[config.mk]
export PLATFORM = sky130hd
export DESIGN_NAME = debug_1bit_monitor_flat
export DESIGN_NICKNAME = d
export VERILOG_FILES = /design/src/rtl/debug_1bit_monitor_if.sv /design/src/rtl/debug_1bit_monitor.sv /design/src/flat_wrapper.sv
export SDC_FILE = /design/constraint.sdc
export NUM_CORES = 1
export LEC_CHECK = 0
export BUFFER_PORTS_ARGS = -buffer_cell sky130_fd_sc_hd__clkbuf_2
export CORE_MARGIN = 4
export CORE_UTILIZATION = 58
export DETAILED_ROUTE_END_ITERATION = 16
export GPL_TIMING_DRIVEN = 0
export PLACE_DENSITY = 0.95
export SETUP_SLACK_MARGIN = 0.2
export SYNTH_ARGS = -nofsm -noshare
export SYNTH_HDL_FRONTEND = slang
export SYNTH_SLANG_ARGS = --single-unit
export TNS_END_PERCENT = 30
[constraint.sdc]
create_clock -name clk -period 4.4 [get_ports clk]
set_input_delay 0.44 -clock clk [delete_from_list [all_inputs] [get_ports clk]]
set_output_delay 0.44 -clock clk [all_outputs]
set_load 0.05 [all_outputs]
[src/rtl/debug_1bit_monitor_if.sv]
// Heartbeat monitor port bundle: observed line and clear in, status and statistics out.
// The monitor takes the slave side, the observer or host takes the master side.
interface debug_1bit_monitor_if #(
  parameter int GAP_W = 8,
  parameter int CNT_W = 16
) ();
  logic             bit_in;
  logic             clr;
  logic             edge_pulse;
  logic             alive;
  logic             stall;
  logic             stall_sticky;
  logic [CNT_W-1:0] edge_cnt;
  logic [GAP_W-1:0] last_gap;

  modport master (
    output bit_in, clr,
    input  edge_pulse, alive, stall, stall_sticky, edge_cnt, last_gap
  );

  modport slave (
    input  bit_in, clr,
    output edge_pulse, alive, stall, stall_sticky, edge_cnt, last_gap
  );
endinterface

[src/rtl/debug_1bit_monitor.sv]
// Liveness checker for a toggling 1-bit heartbeat: edge count, inter-edge gap, stall flag.
// Define DEBUG_1BIT_MONITOR_SYNC_EN to put a two-flop synchronizer in front of bit_in.
//
// state | meaning
// IDLE  | waiting for the first (arming) edge after reset
// RUN   | edges arriving within TIMEOUT cycles
// STALL | no edge for TIMEOUT cycles; left on the next edge
module debug_1bit_monitor #(
  parameter int TIMEOUT = 16,
  parameter int GAP_W   = 8,
  parameter int CNT_W   = 16
) (
  input logic                 clk,
  input logic                 rst_n,
  debug_1bit_monitor_if.slave mon
);

  typedef enum logic [1:0] {IDLE, RUN, STALL} state_t;

  localparam logic [GAP_W-1:0] GAP_MAX   = '1;
  localparam logic [GAP_W-1:0] TIMEOUT_V = GAP_W'(TIMEOUT);

  state_t           state, state_nxt;
  logic             s2, prv, pulse;
  logic [GAP_W-1:0] gap_cnt;
  logic [CNT_W-1:0] edge_cnt, edge_cnt_nxt;
  logic [GAP_W-1:0] last_gap, last_gap_nxt;
  logic             sticky, sticky_nxt;
  logic             stall_entry;

`ifdef DEBUG_1BIT_MONITOR_SYNC_EN
  logic s1;

  always_ff @(posedge clk) begin
    if (!rst_n) begin
      s1 <= 1'b0;
      s2 <= 1'b0;
    end else begin
      s1 <= mon.bit_in;
      s2 <= s1;
    end
  end
`else
  always_ff @(posedge clk) begin
    if (!rst_n) s2 <= 1'b0;
    else        s2 <= mon.bit_in;
  end
`endif

  always_ff @(posedge clk) begin
    if (!rst_n) begin
      prv   <= 1'b0;
      pulse <= 1'b0;
    end else begin
      prv   <= s2;
      pulse <= s2 ^ prv;
    end
  end

  // Gap counter restarts at 1 so last_gap equals the toggle period in cycles.
  always_ff @(posedge clk) begin
    if (!rst_n)                gap_cnt <= '0;
    else if (pulse)            gap_cnt <= GAP_W'(1);
    else if (gap_cnt != GAP_MAX) gap_cnt <= gap_cnt + GAP_W'(1);
  end

  always_ff @(posedge clk) begin
    if (!rst_n) begin
      state    <= IDLE;
      edge_cnt <= '0;
      last_gap <= '0;
      sticky   <= 1'b0;
    end else begin
      state    <= state_nxt;
      edge_cnt <= edge_cnt_nxt;
      last_gap <= last_gap_nxt;
      sticky   <= sticky_nxt;
    end
  end

  always_comb begin
    state_nxt    = state;
    edge_cnt_nxt = edge_cnt;
    last_gap_nxt = last_gap;
    sticky_nxt   = sticky;
    stall_entry  = 1'b0;
    case (state)
      IDLE: begin
        if (pulse) begin
          state_nxt    = RUN;
          edge_cnt_nxt = edge_cnt + CNT_W'(1);
        end
      end
      RUN: begin
        if (pulse) begin
          last_gap_nxt = gap_cnt;
          edge_cnt_nxt = edge_cnt + CNT_W'(1);
        end else if (gap_cnt == TIMEOUT_V) begin
          state_nxt   = STALL;
          stall_entry = 1'b1;
        end
      end
      STALL: begin
        if (pulse) begin
          state_nxt    = RUN;
          last_gap_nxt = gap_cnt;
          edge_cnt_nxt = edge_cnt + CNT_W'(1);
        end
      end
      default: state_nxt = IDLE;
    endcase
    // Clear beats edge updates for the statistics, but a stall entry still sets the sticky flag.
    if (mon.clr) begin
      edge_cnt_nxt = '0;
      last_gap_nxt = '0;
      sticky_nxt   = 1'b0;
    end
    if (stall_entry) sticky_nxt = 1'b1;
  end

  assign mon.edge_pulse   = pulse;
  assign mon.alive        = (state == RUN);
  assign mon.stall        = (state == STALL);
  assign mon.stall_sticky = sticky;
  assign mon.edge_cnt     = edge_cnt;
  assign mon.last_gap     = last_gap;

endmodule

[src/flat_wrapper.sv]
// flat-port wrapper written by rule: the top's interface ports become plain ports
module debug_1bit_monitor_flat 
#(
  parameter int TIMEOUT = 16,
  parameter int GAP_W   = 8,
  parameter int CNT_W   = 16
)
  (clk, rst_n, mon_bit_in, mon_clr, mon_edge_pulse, mon_alive, mon_stall, mon_stall_sticky, mon_edge_cnt, mon_last_gap);
  debug_1bit_monitor_if #(.GAP_W(GAP_W), .CNT_W(CNT_W)) mon_i ();
  input logic clk;
  input logic rst_n;
  input wire logic [$bits(mon_i.bit_in)-1:0] mon_bit_in;
  input wire logic [$bits(mon_i.clr)-1:0] mon_clr;
  output wire logic [$bits(mon_i.edge_pulse)-1:0] mon_edge_pulse;
  output wire logic [$bits(mon_i.alive)-1:0] mon_alive;
  output wire logic [$bits(mon_i.stall)-1:0] mon_stall;
  output wire logic [$bits(mon_i.stall_sticky)-1:0] mon_stall_sticky;
  output wire logic [$bits(mon_i.edge_cnt)-1:0] mon_edge_cnt;
  output wire logic [$bits(mon_i.last_gap)-1:0] mon_last_gap;
  assign mon_i.bit_in = mon_bit_in;
  assign mon_i.clr = mon_clr;
  assign mon_edge_pulse = mon_i.edge_pulse;
  assign mon_alive = mon_i.alive;
  assign mon_stall = mon_i.stall;
  assign mon_stall_sticky = mon_i.stall_sticky;
  assign mon_edge_cnt = mon_i.edge_cnt;
  assign mon_last_gap = mon_i.last_gap;
  debug_1bit_monitor #(.TIMEOUT(TIMEOUT), .GAP_W(GAP_W), .CNT_W(CNT_W)) u_core (.clk(clk), .rst_n(rst_n), .mon(mon_i));
endmodule
==> impl_metrics.env, run 1 <==
export IMPL_rows=19
export IMPL_cp_max_fo=6
export IMPL_setup_viol=0
export IMPL_cp_end_kind="flop"
export IMPL_ant_nets=0
export IMPL_slew_violations=0
export IMPL_cap_viol_max_count=0
export IMPL_r2r_end="u_core.mon.edge_cnt[13]"
export IMPL_switching_share=0.2466
export IMPL_leakage_uw=0.0007792
export IMPL_finalHoldViolations=0
export IMPL_post_cts_setup_buffers=0
export IMPL_powerDensity_nw_per_um2=284.5
export IMPL_finalNonFillerCells=270
export IMPL_fp_dieArea_um2=3944
export IMPL_synth_nets=212
export IMPL_total_power_uw=563.5
export IMPL_power_switching_uw=139.0
export IMPL_hold_depth=2
export IMPL_viasPerCell=5.674
export IMPL_relSlewSlack=0.6978
export IMPL_ir_drop_uv=203.0
export IMPL_place_inst=263
export IMPL_dieHeight_um=62.80
export IMPL_drc=0
export IMPL_cts_buffer_depth=2
export IMPL_r2r_start="u_core.state[0]"
export IMPL_globalplace_congestion=0.8764
export IMPL_cts_sinks=38
export IMPL_reg2reg_depth=5
export IMPL_rsz0062_at_grt="no"
export IMPL_postLayoutCoreUtil=0.7061
export IMPL_fmax_ghz=0.5687
export IMPL_ys_ff_latch=38
export IMPL_hold_path_class="primary input to flop"
export IMPL_grt_pass1_vias=1449
export IMPL_synthMuxAreaShare=0.01796
export IMPL_clk_pin_slew_worst_paths_ns=0.10
export IMPL_grt_pass1_wl_um=6272
export IMPL_ios=32
export IMPL_dpl_worst_slack_ns=2.659
export IMPL_cts_tree="done"
export IMPL_cts_made_buffers=5
export IMPL_cp_arrival_ns=2.03
export IMPL_syn_inst=201
export IMPL_fin_ws_ns=2.642
export IMPL_initial_core_util=0.6209
export IMPL_area_growth_pct=13.72
export IMPL_avgSynthCellArea_um2=8.665
export IMPL_synth_warnings=0
export IMPL_grt_start_max_net_pins=11
export IMPL_yosysUniqueCellTypes=43
export IMPL_synth_xor_xnor_area_share=0.06537
export IMPL_drive_above_1_share=0.1967
export IMPL_skew_ns=0.005640
export IMPL_power_frac_seq=0.627
export IMPL_min_period_ns=1.758
export IMPL_p_clk_frac=0.292
export IMPL_cts_htree_levels=2
export IMPL_cts_repair_resized=0
export IMPL_path_class="flop to flop"
export IMPL_yosys_area_share_adder=0.05029
export IMPL_layout_nets=250
export IMPL_ys_seq_area_frac=0.4368
export IMPL_status="completed"
export IMPL_overflow=0
export IMPL_fp_dieW_um=62.80
export IMPL_clk_latency_ns=0.34
export IMPL_first_pass_iters=4
export IMPL_via_count=1532
export IMPL_dp_hpwl_um=2641
export IMPL_holdBufCountCts=0
export IMPL_wl_per_cell_um=13.02
export IMPL_fin_tns_setup_ns=0
export IMPL_period_share=0.3996
export IMPL_antenna_cells=0
export IMPL_clockRootBuffer="clkbuf_4"
export IMPL_synth_area_um2=1742
export IMPL_pwr_share_comb=0.081
export IMPL_synth_top_family_by_area="simple AND/OR/NAND/NOR gates"
export IMPL_worstSetupEndpoint="u_core.mon.edge_cnt[13]"
export IMPL_startpoint="u_core.state[0]"
export IMPL_synthSimpleGateAreaFrac=0.3010
export IMPL_rrSetupSlack_ns=2.64
export IMPL_intPower_uw=424.5
export IMPL_tightest_slew_ns=0.4532
export IMPL_wirelength_um=3516
export IMPL_grt_use_total=0.1989
export IMPL_start_kind="flop"
export IMPL_core_um2=2805
export IMPL_portBuffers=31
export IMPL_synth_compound_area_share=0.09555
export IMPL_antenna_found_initial=0
export IMPL_fillers=222
export IMPL_crit_required_ns=4.68
export IMPL_drtIter0Drc=113
## flip-flops by register name (all words and copies together) (netlist names)
register and flops:
u_core.mon.last_gap 8, u_core.mon.stall_sticky 1, u_core.state 2, u_core.s2 1, u_core.prv 1, u_core.mon.edge_pulse 1, u_core.mon.edge_cnt 16, u_core.gap_cnt 8
## synthesized netlist by cell type, drive strengths merged
master / instances / area share
or2: 2 / 0.0072
nand2: 19 / 0.042
o21ai: 3 / 0.0086
and3: 3 / 0.011
nor2b: 4 / 0.014
nor4: 1 / 0.0036
o31ai: 2 / 0.0086
nor2: 25 / 0.054
a31oi: 2 / 0.0072
o21a: 1 / 0.0043
nor3b: 2 / 0.0086
nand2b: 3 / 0.011
inv: 7 / 0.015
dfxtp: 38 / 0.44
nand3b: 2 / 0.0086
or3: 1 / 0.0036
and4b: 1 / 0.0065
nor3: 5 / 0.014
ha: 7 / 0.050
a21oi: 15 / 0.043
and2: 5 / 0.018
o22ai: 1 / 0.0036
and4: 3 / 0.017
o2111ai: 1 / 0.0050
mux2i: 2 / 0.011
mux2: 1 / 0.0065
or4: 2 / 0.0086
nand4: 5 / 0.027
nand3: 14 / 0.040
clkbuf: 6 / 0.014
xnor2: 8 / 0.040
buf: 1 / 0.0043
a41o: 1 / 0.0057
xor2: 5 / 0.025
a41oi: 1 / 0.0050
o21bai: 1 / 0.0043
nor4b: 1 / 0.0050
## power groups by stage
stage                     sequential [uW]  combinational [uW]  clock [uW]
after CTS                             353                45.5         167
after detailed placement              361                45.1           0
final                                 353                45.5         165
after global routing                  354                52.0         183
after global placement                361                44.1           0
after floorplan                       363                32.1           0
## per-layer routing
layer  GRT usage  wire length [um]
met3     0.06475               207
met1      0.2171              1472
met5           0                 0
met4     0.09091                69
met2      0.3475              1766
## cell type report
class | instances | area (um^2) | share of cell area
plain buffers | 7 | 31.28 | 0.01579
multi-input cells | 149 | 923.4 | 0.4662
clock buffers | 7 | 45.04 | 0.02274
well taps | 31 | 38.79 | 0.01958
repair buffers | 31 | 155.1 | 0.07833
flip-flops and latches | 38 | 760.7 | 0.3841
inverters | 7 | 26.28 | 0.01327
## layout by cell type, fill, tap and decap left out, types with 2 or more instances in the layout
cell      count
nor3b_1       2
xnor2_1       8
nand3_1      14
dfxtp_1      38
o21ai_0       3
or4_1         2
xor2_1        5
nand2_1      18
or2_2         2
a21oi_1      15
and2_1        5
nand2b_1      3
nor2b_1       4
clkbuf_4      5
nand3b_1      2
ha_1          7
nand4_1       4
inv_1         7
a31oi_1       2
clkbuf_1      7
mux2i_1       2
o31ai_1       2
and3_1        2
nor3_1        5
clkbuf_2     32
nor2_1       25
## logic make-up (layout without fill, tap and decap cells)
kind of cell,count (synthesis),in the layout
simple gates,98,98
flops,38,38
compound gates,28,28
buf+inv,14,52
xor+xnor,13,13
fa+ha+maj,7,7
mux,3,3
## how the worst min path moves through the flow
| stage | from | slack [ns] | end |
|---|---|---|---|
| 6_report | mon_bit_in | 0.30 | u_core.s2 |
| 4_1_cts | mon_bit_in | 0.29 | u_core.s2 |
| 2_1_floorplan | u_core.s2 | 0.45 | u_core.prv |
| 3_5_place_dp | u_core.mon.last_gap[7] | 0.45 | u_core.mon.last_gap[7] |
| 3_3_place_gp | u_core.mon.last_gap[4] | 0.45 | u_core.mon.last_gap[4] |
| 5_1_grt | mon_bit_in | 0.29 | u_core.s2 |
## through the flow
step | hold WS [ns] | area [um^2]
floorplan | 0.4542 | 1742
global placement | 0.4453 | 1936
detailed placement | 0.4515 | 1936
CTS | 0.2893 | 1981
global route | 0.2914 | 1981
finish | 0.3004 | 1981
## critical path: stages (launching register included)
cell and delay, ns:
dfxtp_1 0.35, ha_1 0.23, and4b_2 0.34, nand2_2 0.11, or4_1 0.51, a21oi_1 0.15
Power figures use the tool's default switching activity.
==> inputs of run 2 (changes only) <==
Settings changed: CORE_UTILIZATION 58 to 54, PLACE_DENSITY 0.95 to 0.9.
Clock period 4.4 ns to 1.7 ns, I/O delays scaled along.
==> run 2 against run 1 <==
Clock skew grew 0.0014 ns; cell count grew 6.3%; sequential share of layout area shrank 0.82 points; routed wire length grew 7.3%; via count grew 3.0%; power grew to 2.7 times the previous value; global-route usage shrank 1.5 points; register-to-register slack lost 2.5 ns; design area grew 7.9%; core utilization shrank 1.2 points.
==> impl_metrics.env, run 2 (synthesis results as in run 1) <==
export IMPL_skew_ns=0.007035
export IMPL_switching_share=0.2466
export IMPL_drc=0
export IMPL_p_clk_frac=0.317
export IMPL_area_growth_pct=22.70
export IMPL_cpMaxStageDelayCell="or4_4"
export IMPL_globalplace_congestion=0.8231
export IMPL_layout_commonest_cell="clkbuf_2"
export IMPL_fp_dieArea_um2=4198
export IMPL_cp_arrival_ns=1.84
export IMPL_clk_pin_slew_worst_paths_ns=0.10
export IMPL_viasPerCell=5.498
export IMPL_powerDensity_nw_per_um2=706.8
export IMPL_tightest_slew_ns=0.4612
export IMPL_largest_register="u_core.mon.edge_cnt"
export IMPL_dpl_worst_slack_ns=0.01259
export IMPL_antenna_cells=0
export IMPL_rsz0062_at_grt="yes"
export IMPL_cts_buffer_depth=2
export IMPL_wirelength_um=3771
export IMPL_layout_nets=253
export IMPL_power_switching_uw=372.5
export IMPL_path_class="flop to flop"
export IMPL_leakage_uw=0.0008353
export IMPL_power_frac_seq=0.601
export IMPL_final_cell_mix="clkbuf_2, nor2_1, dfxtp_1"
export IMPL_dieHeight_um=64.79
export IMPL_crit_required_ns=1.98
export IMPL_overflow=0
export IMPL_fmax_ghz=0.6397
export IMPL_pwr_share_comb=0.083
export IMPL_largest_reg_flops=16
export IMPL_via_count=1578
export IMPL_ios=32
export IMPL_grt_pass1_wl_um=5989
export IMPL_status="completed"
export IMPL_relSlewSlack=0.6926
export IMPL_period_share=0.9196
export IMPL_hold_path_class="primary input to flop"
export IMPL_start_kind="flop"
export IMPL_cts_htree_levels=2
export IMPL_grt_use_total=0.1837
export IMPL_clk_latency_ns=0.34
export IMPL_clockRootBuffer="clkbuf_4"
export IMPL_cts_sinks=38
export IMPL_path_cells="ha_4 -> and4b_2 -> nand2_4 -> or4_4 -> a21oi_2"
export IMPL_fin_tns_setup_ns=0
export IMPL_fp_dieW_um=64.79
export IMPL_wl_per_cell_um=13.14
export IMPL_intPower_uw=1138
export IMPL_path_delay_family="simple AND/OR/NAND/NOR gates"
export IMPL_slew_violations=0
export IMPL_grt_start_max_net_pins=12
export IMPL_cp_max_fo=6
export IMPL_path_buf_inv=0
export IMPL_first_pass_iters=5
export IMPL_finalHoldViolations=0
export IMPL_drive_above_1_share=0.3292
export IMPL_core_um2=3078
export IMPL_drtIter0Drc=112
export IMPL_crit_path_max_incr_delay_ns=0.42
export IMPL_portBuffers=31
export IMPL_initial_core_util=0.5659
export IMPL_rows=20
export IMPL_cts_tree="done"
export IMPL_reg_top3="u_core.mon.edge_cnt: 16 flops, u_core.gap_cnt: 8 flops, u_core.mon.last_gap: 8 flops"
export IMPL_dp_hpwl_um=2643
export IMPL_grt_pass1_vias=1375
export IMPL_ant_nets=0
export IMPL_fin_ws_ns=0.1368
export IMPL_cap_viol_max_count=0
export IMPL_cp_end_kind="flop"
export IMPL_whs_ns=0.03522
export IMPL_postLayoutCoreUtil=0.6943
export IMPL_ir_drop_uv=470.8
export IMPL_cts_made_buffers=5
export IMPL_antenna_found_initial=0
export IMPL_min_period_ns=1.563
export IMPL_setup_viol=0
[run 2: cell count changes in the layout (fill, tap and decap cells not counted), moves of 2 or more]
cell      change
ha_2          +2
ha_1          -3
dfxtp_4       +8
dfxtp_1      -18
clkbuf_1      -2
buf_4         +2
dfxtp_2      +10
[run 2: what timing repair did]
item	CTS	global route
pin swaps	1	2
gates resized for setup	1	15
endpoints found under the setup margin	17	25
hold buffers	0	0
setup buffers	1	2
[run 2: area by class of cell]
class                           instances  area, um^2
Multi-Input combinational cell        149       978.4
Fill cell                             238       940.9
Sequential cell                        38       803.3
Timing Repair Buffer                   34       177.7
Clock buffer                            7       55.05
Tap cell                               44       55.05
Buffer                                  7       36.28
Inverter                                7       26.28
Clock inverter                          1       5.005
[run 2: worst paths after layout]
check | to | slack, ns | from | cells past startpoint
max | u_core.mon.edge_cnt[15] | 0.14 | u_core.state[0] | 5
min | u_core.s2 | 0.04 | mon_bit_in | 2
max reg2reg | u_core.mon.edge_cnt[15] | 0.14 | u_core.state[0] | 5
min reg2reg | u_core.mon.last_gap[1] | 0.46 | u_core.mon.last_gap[1] | 2
[run 2: layer usage]
metal  up-vias  GRT usage  share of wire
met2        62     0.3078           0.48
met1       724     0.2104           0.42
li1        780          -              -
met4         0     0.1135          0.027
met5         -          0              0
met3        12    0.04159          0.065
[run 2: worst reg2reg max path, delay by kind of cell, from the launching register on]
family | cells | cell delay [ns]
simple gates | 3 | 0.83
flops | 1 | 0.38
fa+ha+maj | 1 | 0.16
compound gates | 1 | 0.14
[run 2: power groups by stage]
stage / clock, uW / sequential [uW] / combinational [uW]
finish: 478 / 907 / 125
detailed placement: 0 / 925 / 118
CTS: 495 / 905 / 119
global route: 535 / 910 / 139
global placement: 0 / 925 / 116
floorplan: 0 / 932 / 84.1
[run 2: through the flow]
| stage | instances | total power, uW | instance area (um^2) |
|---|---|---|---|
| finish | 287 | 1511 | 2137 |
| global route | 287 | 1584 | 2137 |
| CTS | 285 | 1519 | 2067 |
| detailed placement | 276 | 1044 | 1998 |
| global placement | 276 | 1041 | 1998 |
| floorplan | 201 | 1016 | 1788 |
==> inputs of run 3 (changes only) <==
==> constraint.sdc (replaced) <==
create_clock -name clk -period 1.7 [get_ports clk]
set_input_delay 0.085 -clock clk [delete_from_list [all_inputs] [get_ports clk]]
set_output_delay 0.085 -clock clk [all_outputs]
set_load 0.05 [all_outputs]
==> run 3 against run 2 <==
Count of clock-buffer cells in the layout did not move; first-iteration DRC count is 24% lower; routed wire length down 0.40%; flip-flop and latch count unchanged; clock skew grew 0.00065 ns; design area grew 0.47%; maximum frequency is essentially flat; global-route usage barely moved; combinational power is essentially flat.
==> impl_metrics.env, run 3 (synthesis results as in run 1) <==
export IMPL_slew_violations=0
export IMPL_portBuffers=31
export IMPL_period_share=0.9200
export IMPL_dpl_worst_slack_ns=0.01259
export IMPL_via_count=1570
export IMPL_clockRootBuffer="clkbuf_4"
export IMPL_viasPerCell=5.451
export IMPL_skew_ns=0.007682
export IMPL_ant_nets=0
export IMPL_ios=32
export IMPL_start_kind="flop"
export IMPL_grt_pass1_vias=1382
export IMPL_fp_dieW_um=64.79
export IMPL_largest_register="u_core.mon.edge_cnt"
export IMPL_overflow=0
export IMPL_first_pass_iters=4
export IMPL_rsz0062_at_grt="yes"
export IMPL_largest_reg_flops=16
export IMPL_antenna_cells=0
export IMPL_cp_end_kind="flop"
export IMPL_final_cell_mix="clkbuf_2, nor2_1, dfxtp_1"
export IMPL_rows=20
export IMPL_postLayoutCoreUtil=0.6976
export IMPL_crit_required_ns=1.98
export IMPL_fin_tns_setup_ns=0
export IMPL_fmax_ghz=0.6394
export IMPL_setup_viol=0
export IMPL_cap_viol_max_count=0
export IMPL_cts_buffer_depth=2
export IMPL_grt_pass1_wl_um=6003
export IMPL_cts_made_buffers=5
export IMPL_min_period_ns=1.564
export IMPL_clk_latency_ns=0.34
export IMPL_finalHoldViolations=0
export IMPL_layout_nets=254
export IMPL_fin_ws_ns=0.1359
export IMPL_wl_per_cell_um=13.04
export IMPL_drive_above_1_share=0.3279
export IMPL_fillers=237
export IMPL_path_class="flop to flop"
export IMPL_grt_use_total=0.1840
export IMPL_drtIter0Drc=85
export IMPL_initial_core_util=0.5659
export IMPL_whs_ns=0.09347
export IMPL_powerDensity_nw_per_um2=705.1
export IMPL_fp_dieArea_um2=4198
export IMPL_cts_htree_levels=2
export IMPL_tightest_slew_ns=0.4584
export IMPL_cp_max_fo=6
export IMPL_area_growth_pct=23.28
export IMPL_layout_commonest_cell="clkbuf_2"
export IMPL_clk_pin_slew_worst_paths_ns=0.10
export IMPL_dieHeight_um=64.79
export IMPL_cp_arrival_ns=1.85
export IMPL_grt_start_max_net_pins=12
export IMPL_relSlewSlack=0.6944
export IMPL_wirelength_um=3756
export IMPL_antenna_found_initial=0
export IMPL_core_um2=3078
export IMPL_cts_sinks=38
export IMPL_drc=0
export IMPL_leakage_uw=0.0008394
export IMPL_status="completed"
export IMPL_hold_path_class="primary input to flop"
export IMPL_ir_drop_uv=473.1
export IMPL_globalplace_congestion=0.8231
export IMPL_reg_top3="u_core.mon.edge_cnt: 16 flops, u_core.gap_cnt: 8 flops, u_core.mon.last_gap: 8 flops"
export IMPL_cts_tree="done"
export IMPL_dp_hpwl_um=2643
-- run 3: stage by stage --
stage | cell area (um^2) | instances | total power (uW)
after floorplan | 1788 | 201 | 1016
after global placement | 1998 | 276 | 1041
after detailed placement | 1998 | 276 | 1044
final | 2147 | 288 | 1514
after global routing | 2147 | 288 | 1586
after CTS | 2077 | 286 | 1521
-- run 3: path summary, 6_finish.rpt --
path | start | endpoint | slack [ns] | cells after the start
max | u_core.state[0] | u_core.mon.edge_cnt[15] | 0.14 | 5
min reg2reg | u_core.mon.last_gap[1] | u_core.mon.last_gap[1] | 0.46 | 2
max reg2reg | u_core.state[0] | u_core.mon.edge_cnt[15] | 0.14 | 5
min | mon_clr | u_core.mon.edge_cnt[14] | 0.09 | 4
-- run 3: area by class of cell --
type                       instances  area, um^2  area share
buffer                             7       36.28     0.01690
clock buffer                       7       55.05     0.02564
sequential                        38       803.3      0.3741
tap                               44       55.05     0.02564
timing repair buffer              35       187.7     0.08741
multi-input combinational        149       978.4      0.4557
inverter                           7       26.28     0.01224
clock inverter                     1       5.005    0.002331
-- run 3: power by group --
| group | switching [uW] | internal, uW | total (uW) |
|---|---|---|---|
| Sequential | 13.6 | 894 | 907 |
| Combinational | 81.1 | 45.5 | 127 |
| Clock | 280 | 200 | 480 |
-- run 3: layer usage --
| layer | part of all wire | track usage | vias up |
|---|---|---|---|
| met5 | 0 | 0 | - |
| met1 | 0.42 | 0.2115 | 715 |
| met2 | 0.48 | 0.3078 | 60 |
| met3 | 0.069 | 0.04159 | 12 |
| met4 | 0.027 | 0.1135 | 0 |
| li1 | - | - | 783 |
-- run 3: timing repair --
action	4_1_cts	5_1_grt
endpoints found under the setup margin	16	24
resized for setup	1	15
buffers inserted	1	2
pin swaps	1	2
hold endpoints to repair	1	0
hold buffers	1	0
-- run 3: critical path, stage by stage (launching register included) --
cell	delay, ns
dfxtp_4	0.38
ha_4	0.16
and4b_2	0.33
nand2_4	0.08
or4_4	0.42
a21oi_2	0.14
